**src/rtl/id_ex_operand_stage_if.sv**
```systemverilog
// ID/EX operand-stage bus: decoded ID fields, forwarding sources, EX-side ALU operands.
// Ports: i_* are ID/forwarding inputs to the stage, o_* are ALU operands and write-back control.
// Modports: master drives the i_* side (ID stage / bench), slave is the operand stage itself.
interface id_ex_operand_stage_if #(
  parameter int N_BITS   = 32,
  parameter int N_OPCODE = 6,
  parameter int N_REG    = 5
);
  logic                i_valid;
  logic [5:0]          i_op;
  logic [5:0]          i_funct;
  logic [4:0]          i_shamt;
  logic [15:0]         i_imm;
  logic [N_REG-1:0]    i_rs_addr;
  logic [N_REG-1:0]    i_rt_addr;
  logic [N_REG-1:0]    i_rd_addr;
  logic [N_BITS-1:0]   i_rs_data;
  logic [N_BITS-1:0]   i_rt_data;
  logic                i_stall;
  logic                i_flush;
  logic                i_exmem_regwrite;
  logic [N_REG-1:0]    i_exmem_rd;
  logic [N_BITS-1:0]   i_exmem_result;
  logic                i_memwb_regwrite;
  logic [N_REG-1:0]    i_memwb_rd;
  logic [N_BITS-1:0]   i_memwb_result;
  logic [N_BITS-1:0]   o_datoA;
  logic [N_BITS-1:0]   o_datoB;
  logic [N_OPCODE-1:0] o_alu_opcode;
  logic                o_valid;
  logic                o_regwrite;
  logic [N_REG-1:0]    o_wb_rd;
  logic                o_illegal;

  modport master (
    output i_valid, i_op, i_funct, i_shamt, i_imm, i_rs_addr, i_rt_addr, i_rd_addr,
           i_rs_data, i_rt_data, i_stall, i_flush,
           i_exmem_regwrite, i_exmem_rd, i_exmem_result,
           i_memwb_regwrite, i_memwb_rd, i_memwb_result,
    input  o_datoA, o_datoB, o_alu_opcode, o_valid, o_regwrite, o_wb_rd, o_illegal
  );

  modport slave (
    input  i_valid, i_op, i_funct, i_shamt, i_imm, i_rs_addr, i_rt_addr, i_rd_addr,
           i_rs_data, i_rt_data, i_stall, i_flush,
           i_exmem_regwrite, i_exmem_rd, i_exmem_result,
           i_memwb_regwrite, i_memwb_rd, i_memwb_result,
    output o_datoA, o_datoB, o_alu_opcode, o_valid, o_regwrite, o_wb_rd, o_illegal
  );
endinterface

```
**src/rtl/id_ex_operand_stage.sv**
```systemverilog
// ID/EX register + ALU operand select: decodes op/funct to an ALU code and picks A/B operands.
// Latency 1 cycle ID->EX; forwarding is combinational on the latched rs/rt (macro ID_EX_FORWARD_EN).
// Backpressure: i_stall holds every register, i_flush (wins over stall) loads a bubble.
// Ports: i_clk, i_rst_n (async active-low) plus the slave side of id_ex_operand_stage_if.
module id_ex_operand_stage #(
  parameter int N_BITS   = 32,
  parameter int N_OPCODE = 6,
  parameter int N_REG    = 5
) (
  input  logic                   i_clk,
  input  logic                   i_rst_n,
  id_ex_operand_stage_if.slave   bus
);

  localparam logic [N_OPCODE-1:0] ALU_AND  = N_OPCODE'(0);
  localparam logic [N_OPCODE-1:0] ALU_OR   = N_OPCODE'(1);
  localparam logic [N_OPCODE-1:0] ALU_ADD  = N_OPCODE'(2);
  localparam logic [N_OPCODE-1:0] ALU_ADDU = N_OPCODE'(3);
  localparam logic [N_OPCODE-1:0] ALU_NOR  = N_OPCODE'(4);
  localparam logic [N_OPCODE-1:0] ALU_XOR  = N_OPCODE'(5);
  localparam logic [N_OPCODE-1:0] ALU_SLL  = N_OPCODE'(6);
  localparam logic [N_OPCODE-1:0] ALU_SRL  = N_OPCODE'(7);
  localparam logic [N_OPCODE-1:0] ALU_SRA  = N_OPCODE'(8);
  localparam logic [N_OPCODE-1:0] ALU_SLLV = N_OPCODE'(9);
  localparam logic [N_OPCODE-1:0] ALU_SRLV = N_OPCODE'(10);
  localparam logic [N_OPCODE-1:0] ALU_SRAV = N_OPCODE'(11);
  localparam logic [N_OPCODE-1:0] ALU_SUBU = N_OPCODE'(12);
  localparam logic [N_OPCODE-1:0] ALU_SUB  = N_OPCODE'(13);
  localparam logic [N_OPCODE-1:0] ALU_SLT  = N_OPCODE'(14);
  // LUI takes the first code after SLT; the ALU shifts B left by 16.
  localparam logic [N_OPCODE-1:0] ALU_LUI  = N_OPCODE'(15);

  localparam logic [5:0] OP_RTYPE = 6'b000000;
  localparam logic [5:0] OP_ADDI  = 6'b001000;
  localparam logic [5:0] OP_SLTI  = 6'b001010;
  localparam logic [5:0] OP_ANDI  = 6'b001100;
  localparam logic [5:0] OP_ORI   = 6'b001101;
  localparam logic [5:0] OP_XORI  = 6'b001110;
  localparam logic [5:0] OP_LUI   = 6'b001111;
  localparam logic [5:0] OP_LW    = 6'b100011;
  localparam logic [5:0] OP_SW    = 6'b101011;

  // Latched stage contents. The all-zero value is the bubble: addresses of 0 never
  // forward, so a bubble also drives zero operands.
  typedef struct packed {
    logic                valid;
    logic                regwrite;
    logic                illegal;
    logic [N_REG-1:0]    wb_rd;
    logic [N_OPCODE-1:0] alu_op;
    logic                a_from_rt;   // shifts by shamt operate on rt
    logic                b_from_imm;  // B comes from imm (extended imm or shamt), never forwarded
    logic [N_BITS-1:0]   imm;
    logic [N_REG-1:0]    rs_addr;
    logic [N_REG-1:0]    rt_addr;
    logic [N_BITS-1:0]   rs_data;
    logic [N_BITS-1:0]   rt_data;
  } stage_t;

  stage_t stage_q, stage_d, cap;
  logic   dec_ok;
  logic   is_shift;

  logic [N_BITS-1:0] imm_sx, imm_zx, shamt_zx;
  assign imm_sx   = {{(N_BITS-16){bus.i_imm[15]}}, bus.i_imm};
  assign imm_zx   = {{(N_BITS-16){1'b0}}, bus.i_imm};
  assign shamt_zx = {{(N_BITS-5){1'b0}}, bus.i_shamt};

  // Decode of the current ID instruction into the value that a capture would latch.
  always_comb begin
    cap          = '0;
    dec_ok       = 1'b1;
    is_shift     = 1'b0;
    cap.valid    = 1'b1;
    cap.rs_addr  = bus.i_rs_addr;
    cap.rt_addr  = bus.i_rt_addr;
    cap.rs_data  = bus.i_rs_data;
    cap.rt_data  = bus.i_rt_data;
    if (bus.i_op == OP_RTYPE) begin
      cap.wb_rd = bus.i_rd_addr;
      case (bus.i_funct)
        6'b100100: cap.alu_op = ALU_AND;
        6'b100101: cap.alu_op = ALU_OR;
        6'b100000: cap.alu_op = ALU_ADD;
        6'b100001: cap.alu_op = ALU_ADDU;
        6'b100111: cap.alu_op = ALU_NOR;
        6'b100110: cap.alu_op = ALU_XOR;
        6'b100011: cap.alu_op = ALU_SUBU;
        6'b100010: cap.alu_op = ALU_SUB;
        6'b101010: cap.alu_op = ALU_SLT;
        6'b000100: cap.alu_op = ALU_SLLV;
        6'b000110: cap.alu_op = ALU_SRLV;
        6'b000111: cap.alu_op = ALU_SRAV;
        6'b000000: begin cap.alu_op = ALU_SLL; is_shift = 1'b1; end
        6'b000010: begin cap.alu_op = ALU_SRL; is_shift = 1'b1; end
        6'b000011: begin cap.alu_op = ALU_SRA; is_shift = 1'b1; end
        default:   dec_ok = 1'b0;
      endcase
      if (is_shift) begin
        cap.a_from_rt  = 1'b1;
        cap.b_from_imm = 1'b1;
        cap.imm        = shamt_zx;
      end
    end else begin
      cap.wb_rd      = bus.i_rt_addr;
      cap.b_from_imm = 1'b1;
      case (bus.i_op)
        OP_ADDI: begin cap.alu_op = ALU_ADD;  cap.imm = imm_sx; end
        OP_SLTI: begin cap.alu_op = ALU_SLT;  cap.imm = imm_sx; end
        OP_ANDI: begin cap.alu_op = ALU_AND;  cap.imm = imm_zx; end
        OP_ORI:  begin cap.alu_op = ALU_OR;   cap.imm = imm_zx; end
        OP_XORI: begin cap.alu_op = ALU_XOR;  cap.imm = imm_zx; end
        OP_LUI:  begin cap.alu_op = ALU_LUI;  cap.imm = imm_zx; end
        OP_LW:   begin cap.alu_op = ALU_ADDU; cap.imm = imm_sx; end
        OP_SW:   begin cap.alu_op = ALU_ADDU; cap.imm = imm_sx; end
        default: dec_ok = 1'b0;
      endcase
    end
    // Writes to $0 are dropped here so the NOP encoding (SLL $0) never writes back.
    cap.regwrite = (cap.wb_rd != '0) && (bus.i_op != OP_SW);
  end

  always_comb begin
    stage_d = stage_q;
    if (bus.i_flush) begin
      stage_d = '0;
    end else if (bus.i_stall) begin
      stage_d = stage_q;
    end else if (!bus.i_valid) begin
      stage_d = '0;
    end else if (!dec_ok) begin
      stage_d         = '0;
      stage_d.illegal = 1'b1;
    end else begin
      stage_d = cap;
    end
  end

  always_ff @(posedge i_clk or negedge i_rst_n) begin
    if (!i_rst_n) begin
      stage_q <= '0;
    end else begin
      stage_q <= stage_d;
    end
  end

  logic [N_BITS-1:0] rs_val, rt_val;

`ifdef ID_EX_FORWARD_EN
  // MEM/WB is applied first so a matching EX/MEM (the younger result) overrides it.
  always_comb begin
    rs_val = stage_q.rs_data;
    rt_val = stage_q.rt_data;
    if (bus.i_memwb_regwrite && (bus.i_memwb_rd != '0) && (bus.i_memwb_rd == stage_q.rs_addr))
      rs_val = bus.i_memwb_result;
    if (bus.i_exmem_regwrite && (bus.i_exmem_rd != '0) && (bus.i_exmem_rd == stage_q.rs_addr))
      rs_val = bus.i_exmem_result;
    if (bus.i_memwb_regwrite && (bus.i_memwb_rd != '0) && (bus.i_memwb_rd == stage_q.rt_addr))
      rt_val = bus.i_memwb_result;
    if (bus.i_exmem_regwrite && (bus.i_exmem_rd != '0) && (bus.i_exmem_rd == stage_q.rt_addr))
      rt_val = bus.i_exmem_result;
  end
`else
  always_comb begin
    rs_val = stage_q.rs_data;
    rt_val = stage_q.rt_data;
  end
  wire unused_fwd = ^{bus.i_exmem_regwrite, bus.i_exmem_rd, bus.i_exmem_result,
                      bus.i_memwb_regwrite, bus.i_memwb_rd, bus.i_memwb_result};
`endif

  assign bus.o_datoA      = stage_q.a_from_rt  ? rt_val      : rs_val;
  assign bus.o_datoB      = stage_q.b_from_imm ? stage_q.imm : rt_val;
  assign bus.o_alu_opcode = stage_q.alu_op;
  assign bus.o_valid      = stage_q.valid;
  assign bus.o_regwrite   = stage_q.regwrite;
  assign bus.o_wb_rd      = stage_q.wb_rd;
  assign bus.o_illegal    = stage_q.illegal;

endmodule

```
**src/flat_wrapper.sv**
```systemverilog
// flat-port wrapper written by rule: the top's interface ports become plain ports
module id_ex_operand_stage_flat 
#(
  parameter int N_BITS   = 32,
  parameter int N_OPCODE = 6,
  parameter int N_REG    = 5
)
  (i_clk, i_rst_n, bus_i_valid, bus_i_op, bus_i_funct, bus_i_shamt, bus_i_imm, bus_i_rs_addr, bus_i_rt_addr, bus_i_rd_addr, bus_i_rs_data, bus_i_rt_data, bus_i_stall, bus_i_flush, bus_i_exmem_regwrite, bus_i_exmem_rd, bus_i_exmem_result, bus_i_memwb_regwrite, bus_i_memwb_rd, bus_i_memwb_result, bus_o_datoA, bus_o_datoB, bus_o_alu_opcode, bus_o_valid, bus_o_regwrite, bus_o_wb_rd, bus_o_illegal);
  id_ex_operand_stage_if #(.N_BITS(N_BITS), .N_OPCODE(N_OPCODE), .N_REG(N_REG)) bus_i ();
  input  logic i_clk;
  input  logic i_rst_n;
  input wire logic [$bits(bus_i.i_valid)-1:0] bus_i_valid;
  input wire logic [$bits(bus_i.i_op)-1:0] bus_i_op;
  input wire logic [$bits(bus_i.i_funct)-1:0] bus_i_funct;
  input wire logic [$bits(bus_i.i_shamt)-1:0] bus_i_shamt;
  input wire logic [$bits(bus_i.i_imm)-1:0] bus_i_imm;
  input wire logic [$bits(bus_i.i_rs_addr)-1:0] bus_i_rs_addr;
  input wire logic [$bits(bus_i.i_rt_addr)-1:0] bus_i_rt_addr;
  input wire logic [$bits(bus_i.i_rd_addr)-1:0] bus_i_rd_addr;
  input wire logic [$bits(bus_i.i_rs_data)-1:0] bus_i_rs_data;
  input wire logic [$bits(bus_i.i_rt_data)-1:0] bus_i_rt_data;
  input wire logic [$bits(bus_i.i_stall)-1:0] bus_i_stall;
  input wire logic [$bits(bus_i.i_flush)-1:0] bus_i_flush;
  input wire logic [$bits(bus_i.i_exmem_regwrite)-1:0] bus_i_exmem_regwrite;
  input wire logic [$bits(bus_i.i_exmem_rd)-1:0] bus_i_exmem_rd;
  input wire logic [$bits(bus_i.i_exmem_result)-1:0] bus_i_exmem_result;
  input wire logic [$bits(bus_i.i_memwb_regwrite)-1:0] bus_i_memwb_regwrite;
  input wire logic [$bits(bus_i.i_memwb_rd)-1:0] bus_i_memwb_rd;
  input wire logic [$bits(bus_i.i_memwb_result)-1:0] bus_i_memwb_result;
  output wire logic [$bits(bus_i.o_datoA)-1:0] bus_o_datoA;
  output wire logic [$bits(bus_i.o_datoB)-1:0] bus_o_datoB;
  output wire logic [$bits(bus_i.o_alu_opcode)-1:0] bus_o_alu_opcode;
  output wire logic [$bits(bus_i.o_valid)-1:0] bus_o_valid;
  output wire logic [$bits(bus_i.o_regwrite)-1:0] bus_o_regwrite;
  output wire logic [$bits(bus_i.o_wb_rd)-1:0] bus_o_wb_rd;
  output wire logic [$bits(bus_i.o_illegal)-1:0] bus_o_illegal;
  assign bus_i.i_valid = bus_i_valid;
  assign bus_i.i_op = bus_i_op;
  assign bus_i.i_funct = bus_i_funct;
  assign bus_i.i_shamt = bus_i_shamt;
  assign bus_i.i_imm = bus_i_imm;
  assign bus_i.i_rs_addr = bus_i_rs_addr;
  assign bus_i.i_rt_addr = bus_i_rt_addr;
  assign bus_i.i_rd_addr = bus_i_rd_addr;
  assign bus_i.i_rs_data = bus_i_rs_data;
  assign bus_i.i_rt_data = bus_i_rt_data;
  assign bus_i.i_stall = bus_i_stall;
  assign bus_i.i_flush = bus_i_flush;
  assign bus_i.i_exmem_regwrite = bus_i_exmem_regwrite;
  assign bus_i.i_exmem_rd = bus_i_exmem_rd;
  assign bus_i.i_exmem_result = bus_i_exmem_result;
  assign bus_i.i_memwb_regwrite = bus_i_memwb_regwrite;
  assign bus_i.i_memwb_rd = bus_i_memwb_rd;
  assign bus_i.i_memwb_result = bus_i_memwb_result;
  assign bus_o_datoA = bus_i.o_datoA;
  assign bus_o_datoB = bus_i.o_datoB;
  assign bus_o_alu_opcode = bus_i.o_alu_opcode;
  assign bus_o_valid = bus_i.o_valid;
  assign bus_o_regwrite = bus_i.o_regwrite;
  assign bus_o_wb_rd = bus_i.o_wb_rd;
  assign bus_o_illegal = bus_i.o_illegal;
  id_ex_operand_stage #(.N_BITS(N_BITS), .N_OPCODE(N_OPCODE), .N_REG(N_REG)) u_core (.i_clk(i_clk), .i_rst_n(i_rst_n), .bus(bus_i));
endmodule
```
**config.mk**
```make
export PLATFORM = sky130hd
export DESIGN_NAME = id_ex_operand_stage_flat
export DESIGN_NICKNAME = d
export VERILOG_FILES = /design/src/rtl/id_ex_operand_stage_if.sv /design/src/rtl/id_ex_operand_stage.sv /design/src/flat_wrapper.sv
export SDC_FILE = /design/constraint.sdc
export NUM_CORES = 1
export LEC_CHECK = 0
export CORE_ASPECT_RATIO = 1.4
export CORE_MARGIN = 5
export CORE_UTILIZATION = 39
export DETAILED_ROUTE_END_ITERATION = 16
export PLACE_DENSITY = 0.85
export SYNTH_ARGS = -nofsm -noshare
export SYNTH_HDL_FRONTEND = slang
export SYNTH_SLANG_ARGS = --single-unit
export TNS_END_PERCENT = 30
```
**constraint.sdc**
```tcl
create_clock -name i_clk -period 1.53 [get_ports i_clk]
set_input_delay 0.153 -clock i_clk [delete_from_list [all_inputs] [get_ports i_clk]]
set_output_delay 0.153 -clock i_clk [all_outputs]
set_load 0.01 [all_outputs]
```
==> results of run 1 <==
==> kinds of logic (layout without fill, tap and decap cells) <==
family,count (synthesis),count (layout),share of synthesized area (%)
xor+xnor,1,1,0.1862
flops,95,95,50.53
simple gates,62,62,6.862
mux,54,54,12.79
other cells,1,2,0.07971
compound gates,142,142,23.06
buf+inv,65,296,6.489
==> flip-flops by register name, indices dropped and copies added (netlist names) <==
| name | count |
|---|---|
| u_core.bus.o_illegal | 1 |
| u_core.bus.o_regwrite | 1 |
| u_core.bus.o_wb_rd | 5 |
| u_core.rt_val | 32 |
| u_core.bus.o_valid | 1 |
| u_core.rs_val | 32 |
| u_core.bus.o_alu_opcode | 4 |
| u_core.stage_q | 19 |
==> stage by stage <==
stage / instance area (um2) / util [%] / hold WS (ns) / cells
floorplan: 4708 / - / -0.1426 / 421
global placement: 7046 / 59.61 / 0.1125 / 757
detailed placement: 7046 / 59.61 / 0.1137 / 757
CTS: 7680 / 64.97 / 0.2888 / 790
global route: 8043 / 68.04 / 0.2657 / 799
finish: 8043 / 68.04 / 0.2397 / 799
==> timing repair <==
action | in CTS | in global routing
pin swaps | 3 | 9
buffers inserted | 12 | 7
hold buffers | 1 | 0
endpoints found under the hold margin | 26 | 0
setup endpoints to repair | 143 | 155
resized for setup | 342 | 67
gates cloned | 4 | 4
==> power by group through the flow <==
stage	Clock, mW	Sequential (mW)	Combinational [mW]
4_1_cts	2.66	2.55	0.727
3_5_place_dp	0	2.59	0.710
2_1_floorplan	0	2.59	0.183
5_1_grt	2.76	2.55	0.812
3_3_place_gp	0	2.59	0.697
6_report	2.62	2.55	0.760
==> layout make-up <==
class	instances	area [um2]	share of cell area, %
flip-flops and latches	95	2380	29.59
multi-input cells	261	2237	27.82
inverters	19	71.32	0.8867
well taps	147	183.9	2.287
clock buffers	10	239.0	2.971
repair buffers	261	2816	35.02
clock inverters	6	115.1	1.431
==> placed cells by master (no fill, tap or decap), types with 16 or more instances in the layout <==
cell	instances
buf_6	55
inv_1	19
mux2_4	27
nand2_1	23
dfrtp_1	93
buf_2	18
mux2_2	22
o21ai_1	16
clkdlybuf4s50_1	112
buf_4	38
a22o_1	78
buf_12	18
==> worst min-delay path, stage by stage <==
cell	delay, ns
dlymetal6s2s_1	0.13
buf_4	0.17
o41ai_2	0.08
==> how the worst max path moves through the flow <==
stage                                   start                   to  slack (ns)  cells past startpoint
after floorplan                bus_i_funct[2]    u_core.rt_val[20]        0.03                      7
after global placement            bus_i_op[5]  u_core.stage_q[104]       -0.45                      7
after detailed placement          bus_i_op[5]  u_core.stage_q[104]       -0.48                      7
after CTS                 u_core.stage_q[107]      bus_o_datoA[29]       -0.22                      5
after global routing      u_core.stage_q[107]      bus_o_datoA[29]       -0.23                      5
final                     u_core.stage_q[107]      bus_o_datoA[29]       -0.19                      5
==> layer usage <==
layer / up-vias / global-route usage [%] / wire [um]
li1: 2005 / - / -
met1: 2212 / 26.75 / 6461
met2: 204 / 35.23 / 8181
met3: 37 / 5.124 / 1265
met4: 0 / 8.322 / 518
met5: - / 0 / 0
==> run metrics, run 1 <==
outcome finished, violations left; failing checks setup timing; final WL 16430 um; global route overflow 0; HPWL after DPL 10960 um; core area 11820 um2; PwrDens 737.5 nW/um2; fillcell total 857; # IOs 271; Hold Fails Final Rpt 0; leading area contributor after synthesis dfrtp_1; MaxCap Viol Count 0; max incr delay on CP 0.43 ns; Routed wire per std cell 20.56 um; most frequent cell after synthesis dfrtp_1; Critical Path Source Type register; Die Area 14390 um2; ys async rst share 100.0%; WS Path Type register to output pin; clock buffer depth 2; antenna-violating nets left 0; via count 4458; largest net degree at the start of global routing 37; max-slew violations 0; Initial DRC Count 198; post-route setup slack -0.1938 ns; chip height 140.0 um; Max IR drop VDD 0.0005040 V; worst path bufs/invs 4; Critical Path Slowest Stage Cell dfrtp_2; Reg power frac 43.0%; WHS Path Cells 3; # setup viols final 47; CP cell instances buf_12 -> buf_12 -> buf_6 -> mux2_4 -> buf_6; Int Pwr 4.640 mW; fin crit share 112.7%; Worst Path Required 1.38 ns; Commonest cells post-synth 95 x dfrtp_1, 78 x a22o_1, 49 x mux2_2, 29 x o21ai_0, 25 x clkbuf_1; HP Class primary input to register; I/O Buffers 187; r2r worst-path depth 3; RSZ-0062 raised after global routing yes; vias per cell 5.579; hold endpoint u_core.stage_q[104]; # clock sinks 95; syn avg cell area 11.20 um2; clk_lat worst skew 0.33 ns; layout cells sized above 1 34.82%; Initial Util 39.80%; Post-synth EDFFs 0; switching share of power 21.78%; Synth Flop Type dfrtp_1; crit path DAT 1.57 ns; Clock Tree Root clkbuf_16; Reg2Reg Capture Point u_core.stage_q[106]; start of the worst register-to-register path u_core.stage_q[106]; Max Clk Rate 580.1 MHz; Mapped Cells 420; Clk pwr share 44.2%; critical path endpoint category output pin; Worst R2R Setup Slack 0.49 ns; Hold Path Origin bus_i_op[4]; first-pass GRT wire length 24070 um; Leak 3.776 nW; top cell family by delay on the critical path buffers and inverters; FP Rows 47; total CTS buffers 9; initial antenna violation count 0; Switch Pwr 1.292 mW; GRT Util Overall 21.36%; Die X 102.8 um; Nets 840; Synth cell types 49; synth top area cells dfrtp_1 51%, a22o_1 15%, mux2_2 12%, o21ai_0 3.1%, clkbuf_1 2.0%; ANT cells 0; Setup WS pre-CTS -0.4820 ns; CTS tree done; Area Growth Syn to Fin 70.96%; Seq/Total Area, Yosys 50.53%; first-pass iteration count of the detailed router 4; GPL Wtd Cong 0.8589; peak fanout along the critical path 5; yosys synthesis warning count 0; post-synth top area share 50.53%; combinational power share 12.8%; Netlist Area Pre-Place 4705 um2; drt drc 0; Clock Skews 0 ns; Power, Total 5.931 mW; number of global-route vias before repair 4617; min Tclk post-route 1.724 ns; TNS Setup -5.639 ns; CTS clk-pin slew, worst paths 0.07 ns; H-Tree Depth 3; #FFs+latches synth 95
No activity file was read; power rests on OpenSTA's default activity.
==> run 2: changes to the inputs <==
--- a/config.mk
+++ b/config.mk
@@ -8,6 +8,7 @@
 export CORE_ASPECT_RATIO = 1.4
 export CORE_MARGIN = 5
 export CORE_UTILIZATION = 39
+export CTS_BUF_LIST = sky130_fd_sc_hd__clkbuf_4 sky130_fd_sc_hd__clkbuf_8 sky130_fd_sc_hd__clkbuf_16
 export DETAILED_ROUTE_END_ITERATION = 16
 export PLACE_DENSITY = 0.85
 export SYNTH_ARGS = -nofsm -noshare
==> results of run 2 <==
Same layout as run 1: the final DEF is identical, and so are final timing and power.
==> run 3: changes to the inputs <==
--- a/config.mk
+++ b/config.mk
@@ -5,11 +5,12 @@
 export SDC_FILE = /design/constraint.sdc
 export NUM_CORES = 1
 export LEC_CHECK = 0
-export CORE_ASPECT_RATIO = 1.4
+export CORE_ASPECT_RATIO = 0.6
 export CORE_MARGIN = 5
 export CORE_UTILIZATION = 39
 export CTS_BUF_LIST = sky130_fd_sc_hd__clkbuf_4 sky130_fd_sc_hd__clkbuf_8 sky130_fd_sc_hd__clkbuf_16
 export DETAILED_ROUTE_END_ITERATION = 16
+export GPL_ROUTABILITY_DRIVEN = 0
 export PLACE_DENSITY = 0.85
 export SYNTH_ARGS = -nofsm -noshare
 export SYNTH_HDL_FRONTEND = slang
==> run 3 against run 2 <==
  * The run still ends with setup timing left
  * Fmax is 2.8% higher
  * Critical endpoint is now bus_o_datoB[7]
  * Largest cell class unchanged
  * Count of clock-buffer cells in the layout fell by 1
  * Die area up 0.28%
  * Final area down 2.3%
  * Clock skew is the same
  * Critical path depth decreased by 1
  * Register-to-register slack worse by 0.03 ns
  * Power down 7.3%
  * Non-clock buffer count is 8 lower
==> run metrics, run 3 (synthesis gave the netlist of run 1 again) <==
fin crit share 109.6% (-3.1 points); highest-count cells in the layout ignoring fill and taps 111 x clkdlybuf4s50_1, 93 x dfrtp_1, 78 x a22o_1; Initial DRC Count 215 (+8.6%); max incr delay on CP 0.47 ns (+0.04 ns); critical path endpoint category output pin; top cell family by delay on the critical path flip-flops; HP Class primary input to register; commonest non-fill, non-tap cell in the layout clkdlybuf4s50_1; ANT cells 0 (unchanged); Max Clk Rate 596.5 MHz (+2.8%); Clock Tree Root clkbuf_16; first-pass GRT wire length 24850 um (+3.3%); # setup viols final 51 (+8.5%); Reg2Reg Capture Point u_core.stage_q[106]; worst path bufs/invs 3 (-1); largest net degree at the start of global routing 57 (+54%); GRT Util Overall 21.98% (+0.62 points); first-pass iteration count of the detailed router 4 (unchanged); Worst Path Required 1.38 ns (about the same); start of the worst register-to-register path u_core.stage_q[106]; Worst R2R Setup Slack 0.46 ns (-0.03 ns); Hold Fails Final Rpt 0 (unchanged); # IOs 271 (unchanged); PwrDens 699.5 nW/um2 (-5.1%); CTS tree done; CP cell instances buf_8 -> buf_6 -> mux2_4 -> buf_6; Final Cell Area 7858 um2 (-2.3%); fillcell total 919 (+7.2%); clock buffer depth 2 (unchanged); FP Rows 31 (-34%); Leak 3.638 nW (-3.7%); hold endpoint u_core.stage_q[104]; chip height 95.08 um (-32%); WS Path Type register to output pin; Max IR drop VDD 0.0004594 V (-8.8%); Critical Path Slowest Stage Cell dfrtp_2; CTS clk-pin slew, worst paths 0.07 ns (about the same); Routed wire per std cell 21.54 um (+4.8%); min Tclk post-route 1.676 ns (-0.04734 ns); Initial Util 39.38% (-0.42 points); crit path DAT 1.52 ns (-0.05 ns); MaxCap Viol Count 0 (unchanged); Clock Skews 0 ns (unchanged); total CTS buffers 9 (unchanged); # clock sinks 95 (unchanged); initial antenna violation count 0 (unchanged); Nets 832 (-0.95%); RSZ-0062 raised after global routing yes; vias per cell 5.546 (-0.59%); r2r worst-path depth 3 (unchanged); peak fanout along the critical path 5 (unchanged); core area 11950 um2 (+1.1%); drt drc 0 (unchanged); crit-path most repeated cell buf_6; HPWL after DPL 11360 um (+3.6%); layout cells sized above 1 33.85% (-0.97 points); clk_lat worst skew 0.33 ns (about the same); Hold Path Origin bus_i_op[4]; global route overflow 0 (unchanged); via count 4487 (+0.65%); H-Tree Depth 3 (unchanged); Die X 151.8 um (+48%); final WL 17430 um (+6.1%); DP Area 7028 um2 (-0.25%); antenna-violating nets left 0 (unchanged); number of global-route vias before repair 4610 (-0.15%); Util after Layout 65.77% (-2.3 points); Area Growth Syn to Fin 67.02%; max-slew violations 0 (unchanged); Critical Path Source Type register; Die Area 14430 um2 (+0.28%); failing checks setup timing; outcome finished, violations left; WHS Path Cells 3 (unchanged); post-route setup slack -0.1464 ns (+0.04735 ns); I/O Buffers 187 (unchanged)
-- run 3: cell type report --
type                            instances  area (um2)  area share [%]
Multi-Input combinational cell        261        2233           28.42
Clock buffer                            9       225.2           2.866
Sequential cell                        95        2380           30.29
Timing Repair Buffer                  253        2678           34.08
Clock inverter                          7       63.81          0.8121
Tap cell                              165       206.4           2.627
Inverter                               19       71.32          0.9076
-- run 3: stage by stage --
stage          setup TNS (ns)  setup slack [ns]  hold WS (ns)  total power, mW  instances
2_1_floorplan               0           0.02517       -0.1426            2.774        421
3_3_place_gp           -36.60           -0.4227        0.1494            3.277        773
3_5_place_dp           -43.80           -0.5637        0.1553            3.302        773
4_1_cts                -7.709           -0.2088        0.3648            5.531        804
5_1_grt                -8.215           -0.2148        0.2358            5.710        809
6_report               -4.983           -0.1464        0.2340            5.497        809
-- run 3: worst register-to-register path, cell delays in order (launching register included) --
cell	delay, ns
dfrtp_2	0.47
buf_8	0.15
buf_6	0.13
a22o_1	0.20
-- run 3: worst max-delay path by stage --
stage | startpoint | end | slack (ns) | cells after the start
floorplan | bus_i_funct[2] | u_core.rt_val[20] | 0.03 | 7
global placement | bus_i_funct[0] | u_core.bus.o_alu_opcode[0] | -0.42 | 6
detailed placement | bus_i_funct[5] | u_core.stage_q[74] | -0.56 | 7
CTS | u_core.stage_q[107] | bus_o_datoA[19] | -0.21 | 5
global route | u_core.stage_q[106] | bus_o_datoB[31] | -0.21 | 4
finish | u_core.stage_q[106] | bus_o_datoB[7] | -0.15 | 4
-- run 3: power breakdown --
part	switching (mW)	internal [mW]	total (mW)	leakage (nW)
Clock	1.06	1.14	2.20	0.136
Sequential	0.0171	2.53	2.55	1.32
Combinational	0.311	0.438	0.748	2.18
Total	1.39	4.11	5.50	3.64
-- run 3: timing repair --
item | 4_1_cts | 5_1_grt
resized for setup | 371 | 33
hold endpoints to repair | 95 | 0
hold buffers | 1 | 0
endpoints found under the setup margin | 146 | 142
setup buffers | 10 | 3
pin swaps | 12 | 11
cloned | 4 | 4
-- run 3: metal layers --
layer / part of all wire, % / GRT usage [%] / vias up
li1: - / - / 1976
met1: 43 / 30.14 / 2248
met2: 46 / 35.01 / 234
met3: 9.2 / 6.176 / 29
met4: 1.6 / 4.783 / 0
met5: 0 / 0 / -
